<file path="src/rtl/instr_seq.sv">
// instr_seq: instruction fetch/decode sequencer driving memory, register and PC strobes
module instr_seq (
  input  logic        clk,
  input  logic        rst_n,
  input  logic [15:0] MDB_out,
  input  logic        mem_rdy,
  output logic [15:0] IR,
  output logic [3:0]  state,
  output logic [2:0]  MAB_sel,
  output logic        mem_rd,
  output logic        MW,
  output logic        RW,
  output logic        PC_inc,
  output logic        src_ext_ld,
  output logic        dst_ext_ld,
  output logic        inc_en,
  output logic        inc_two,
  output logic        jmp_eval,
  output logic        illegal,
  output logic        instr_done
);
  typedef enum logic [3:0] {
    FETCH   = 4'd0,
    DECODE  = 4'd1,
    SRC_EXT = 4'd2,
    SRC_RD  = 4'd3,
    SRC_INC = 4'd4,
    DST_EXT = 4'd5,
    DST_RD  = 4'd6,
    EXEC    = 4'd7,
    DST_WR  = 4'd8
  } state_t;
  state_t cur, nxt, dst_ph;
  logic [3:0] op, sr;
  logic [1:0] am;
  logic jmp, fmt1, fmt2, bad, cg, imm, ad, cmp_bit, reg_dst, mem_dst, src_ext, src_rd;
  logic [2:0] sel;
  logic rd, mw, rw, pci, sxl, dxl, ien, itw, jev, ill, done;
  assign op      = IR[15:12];
  assign jmp     = IR[15:13] == 3'b001;
  assign fmt2    = op == 4'b0001 && !IR[9];
  assign fmt1    = IR[15] | IR[14];
  assign bad     = !(jmp | fmt1 | fmt2);
  assign am      = IR[5:4];
  assign sr      = fmt1 ? IR[11:8] : IR[3:0];
  assign ad      = fmt1 & IR[7];
  assign cg      = sr == 4'd3 || (sr == 4'd2 && am[1]);
  assign imm     = am == 2'd3 && sr == 4'd0;
  assign src_ext = (am == 2'd1 && sr != 4'd3) || imm;
  assign src_rd  = am[1] && !cg && !imm;
  assign cmp_bit = op == 4'b1001 || op == 4'b1011;
  assign reg_dst = (fmt1 && !ad) || (fmt2 && am == 2'd0);
  assign mem_dst = (ad && !cmp_bit) || (fmt2 && am != 2'd0);
  assign dst_ph  = ad ? DST_EXT : EXEC;
  always_ff @(posedge clk or negedge rst_n)
    if (!rst_n) begin
      cur <= FETCH;
      IR  <= '0;
    end else begin
      cur <= nxt;
      if (cur == FETCH && mem_rdy) IR <= MDB_out;
    end
  always_comb begin
    nxt  = cur;
    sel  = 3'd0;
    rd   = 1'b0;
    mw   = 1'b0;
    rw   = 1'b0;
    pci  = 1'b0;
    sxl  = 1'b0;
    dxl  = 1'b0;
    ien  = 1'b0;
    itw  = 1'b0;
    jev  = 1'b0;
    ill  = 1'b0;
    done = 1'b0;
    case (cur)
      FETCH: begin
        rd = 1'b1;
        if (mem_rdy) begin
          pci = 1'b1;
          nxt = DECODE;
        end
      end
      DECODE: begin
        ill  = bad;
        done = bad;
        nxt  = bad ? FETCH : jmp ? EXEC : src_ext ? SRC_EXT : src_rd ? SRC_RD : dst_ph;
      end
      SRC_EXT: begin
        rd = 1'b1;
        if (mem_rdy) begin
          pci = 1'b1;
          sxl = 1'b1;
          nxt = am == 2'd1 ? SRC_RD : dst_ph;
        end
      end
      SRC_RD: begin
        rd  = 1'b1;
        sel = am == 2'd1 ? 3'd2 : 3'd1;
        if (mem_rdy) nxt = am == 2'd3 ? SRC_INC : dst_ph;
      end
      SRC_INC: begin
        ien = 1'b1;
        rw  = 1'b1;
        itw = !IR[6];
        nxt = dst_ph;
      end
      DST_EXT: begin
        rd = 1'b1;
        if (mem_rdy) begin
          pci = 1'b1;
          dxl = 1'b1;
          nxt = op == 4'b0100 ? EXEC : DST_RD;
        end
      end
      DST_RD: begin
        rd  = 1'b1;
        sel = 3'd2;
        if (mem_rdy) nxt = EXEC;
      end
      EXEC: begin
        jev  = jmp;
        rw   = reg_dst && !cmp_bit;
        done = !mem_dst;
        nxt  = mem_dst ? DST_WR : FETCH;
      end
      DST_WR: begin
        mw  = 1'b1;
        sel = (fmt1 || am == 2'd1) ? 3'd2 : 3'd1;
        if (mem_rdy) begin
          done = 1'b1;
          nxt  = FETCH;
        end
      end
      default: nxt = FETCH;
    endcase
  end
  assign state = cur;
  assign {MAB_sel, mem_rd, MW, RW, PC_inc, src_ext_ld, dst_ext_ld, inc_en, inc_two, jmp_eval, illegal, instr_done} =
    rst_n ? {sel, rd, mw, rw, pci, sxl, dxl, ien, itw, jev, ill, done} : 14'd0;
endmodule

</file>
<file path="config.mk">
export PLATFORM = sky130hd
export DESIGN_NAME = instr_seq
export DESIGN_NICKNAME = d
export VERILOG_FILES = /design/src/rtl/instr_seq.sv
export SDC_FILE = /design/constraint.sdc
export NUM_CORES = 1
export LEC_CHECK = 0
export ABC_AREA = 1
export CAP_MARGIN = 10
export CORE_MARGIN = 2
export CORE_UTILIZATION = 47
export CTS_CLUSTER_DIAMETER = 120
export DETAILED_ROUTE_END_ITERATION = 6
export PLACE_DENSITY = 0.94
export SYNTH_ARGS = -nofsm -noshare
export SYNTH_HDL_FRONTEND = slang
export SYNTH_SLANG_ARGS = --single-unit
export TNS_END_PERCENT = 1
</file>
<file path="constraint.sdc">
create_clock -name clk -period 3.5 [get_ports clk]
set_clock_uncertainty 0.15 [all_clocks]
set_input_delay 0.7 -clock clk [delete_from_list [all_inputs] [get_ports clk]]
set_output_delay 0.7 -clock clk [all_outputs]
set_load 0.01 [all_outputs]
</file>
==> results_dict.tcl <==
set metrics [dict create \
    outcome "finished, final reports clean" \
    rsz0062_at_grt "no" \
    io_buffers 51 \
    worstPathArrival_ns 2.30 \
    period_share_pct 89.9 \
    clk_latency_ns 0.31 \
    dr.pass1.iters 4 \
    overflow 0 \
    syn_area_per_cell_um2 7.27 \
    row_count 19 \
    critPathKind "in2out" \
    cts.sinks 20 \
    clock_tree.root_cell "clkbuf_4" \
    vias_per_cell 5.31 \
    final_layout_size_suffix_gt1_share_pct 13.5 \
    yosys-mux-area-fraction_pct 7.86 \
    period_needed_ns 3.15 \
    final_util_pct 70.3 \
    diodes 0 \
    numCtsBuffers 3 \
    wl_per_cell_um 13.1 \
    yosys.area_share.simple_pct 34.2 \
    cts_buffer_depth 2 \
    ant_nets 0 \
    wl_met3_um 240 \
    synth_top_family_by_area "simple AND/OR/NAND/NOR gates" \
    nets 257 \
    drt_iter0_markers 74 \
    vias 1424 \
    leakagePower_uw 0.000903 \
    drc 0 \
    final_common_cell "clkdlybuf4s50_1" \
    cts.clk_slew.worst_paths_ns 0.12 \
    cp-end-kind "output pin" \
    synth_cells 184 \
    cts_hold_buf 0 \
    post_cts_resized 0 \
    top_layer "met4" \
    drt_wl_total_um 3510 \
    seq_area_frac_synth_pct 37.4 \
    start_kind "input port" \
    cp_max_fo 10 \
    pre_cts_ws_ns 0.363 \
    dpl.hpwl_um 2630 \
    grt_pass1_wl_um 5950 \
    syn_nets 203 \
    antenna_found_initial 0 \
    io_pins 53 \
    final_max_slew_viol_count 0 \
    synth-seq-cells 20 \
    critPathBufInv 3 \
    wl_met1_um 1500 \
    synthXorXnorAreaFrac_pct 0 \
    crit_chain "clkdlybuf4s50_1 > clkinv_1 > nor3_1 > clkdlybuf4s50_1" \
    hold_path_class "reg2reg" \
    synth_cell_types 31 \
    syn2layout_area_growth_pct 43.8 \
    die_h_um 57.3 \
    grt_max_degree 25 \
    clock.fmax_mhz 318 \
    layout_common_cells "51 x clkdlybuf4s50_1, 50 x nand2_1, 27 x nor2_1, 20 x dfrtp_1, 18 x inv_1" \
    setup_tns_ns 0 \
    crit_family "buffers and inverters" \
    grt_pass1_vias 1345 \
    cts_tree "yes" \
    power_density_nw_per_um2 876 \
    ys_warn_count 0 \
    synth_compound_area_share_pct 10.9 \
    slowest_delay_ns 0.57 \
    cts_setup_buffers 0 \
    peakVddDrop_uv 758 \
    cpMostUsedCell "clkdlybuf4s50_1" \
    synth_fa_ha_area_share_pct 0 \
    die_w_um 57.3 \
    track_usage_pct 22.8 \
    setup_violations 0 \
    core-area_um2 2730 \
    worstPathRequired_ns 2.65 \
    gp_congestion 0.914 \
    htreeDepth 1 \
    finalHoldViolCount 0 \
    fin_ws_ns 0.353 \
    wl_met2_um 1720 \
    synthesis.area_um2 1340 \
    dieArea_um2 3290 \
    maxCapViolCount 0 \
    initial_core_util_pct 48.9 \
    cpMaxStageDelayCell "clkdlybuf4s50_1" \
]
## final timing paths
path | startpoint | to | slack, ns | cells past startpoint
setup / recovery | rst_n | jmp_eval | 0.35 | 4
hold / removal | IR[6]$_DFFE_PN0P_ | IR[6]$_DFFE_PN0P_ | 0.42 | 1
setup reg to reg | state[0]$_DFFE_PN0P_ | IR[7]$_DFFE_PN0P_ | 1.77 | 5
hold reg to reg | IR[6]$_DFFE_PN0P_ | IR[6]$_DFFE_PN0P_ | 0.42 | 1
max in group asynchronous | rst_n | IR[13]$_DFFE_PN0P_ | 2.36 | 2
min in group asynchronous | rst_n | IR[4]$_DFFE_PN0P_ | 0.63 | 2
## through the flow
stage / cell area, um2 / cells / hold WS, ns / total power (uW)
2_1_floorplan: 1340 / 184 / 0.254 / 1060
3_3_place_gp: 1870 / 264 / 0.384 / 1440
3_5_place_dp: 1870 / 264 / 0.383 / 1470
4_1_cts: 1920 / 268 / 0.418 / 1680
5_1_grt: 1920 / 268 / 0.434 / 1810
6_report: 1920 / 268 / 0.415 / 1690
## report_power, final
part | switching [uW] | total [uW] | leakage [uW] | internal [uW]
logic | 537 | 1020 | 0.000645 | 480
registers | 133 | 474 | 0.000229 | 341
clock network | 78.3 | 194 | 0.0000279 | 116
total | 748 | 1690 | 0.000903 | 937
## registers in the layout, indices dropped and copies added, names as in the netlist
register  flops
IR           16
state         4
## cell usage after synthesis, drive strengths merged
cell / instances / area, um2
nand2: 51 / 199
nand3: 8 / 57.6
mux2: 8 / 105
o22ai: 4 / 31.3
or2: 1 / 6.26
clkinv: 1 / 3.75
o21ai: 5 / 28.8
a221oi: 1 / 8.76
a21oi: 14 / 70.1
dfrtp: 20 / 500
buf: 3 / 23.8
nor3: 6 / 35.0
inv: 26 / 97.6
nand4: 1 / 6.26
nor4: 1 / 6.26
conb: 1 / 3.75
a31oi: 1 / 6.26
nor2: 32 / 148
## logic make-up after synthesis
group / count (synthesis)
and+or+nand+nor: 100
buffers and inverters: 30
AOI/OAI and AO/OA: 25
DFF: 20
muxes: 8
other: 1
## worst register-to-register path: stages, from the launching register on
cell and delay (ns):
dfrtp_1 0.45, inv_2 0.11, nand2_1 0.13, inv_2 0.15, nand3_4 0.27, mux2_4 0.39
## area by class of cell
class                      count  area (um2)
fill                         222         811
multi-input combinational    134         712
inverter                      27         101
timing repair buffer          52         518
clock inverter                 1        30.0
tap                           31        38.8
sequential                    20         500
clock buffer                   3        22.5
## routing by layer
metal  vias up  global-route usage [%]
met5         -                       0
met4         0                    7.64
met3         7                    2.49
met2        67                    37.7
met1       660                    31.2
li1        690                       -
(Power assumes the default switching activity.)
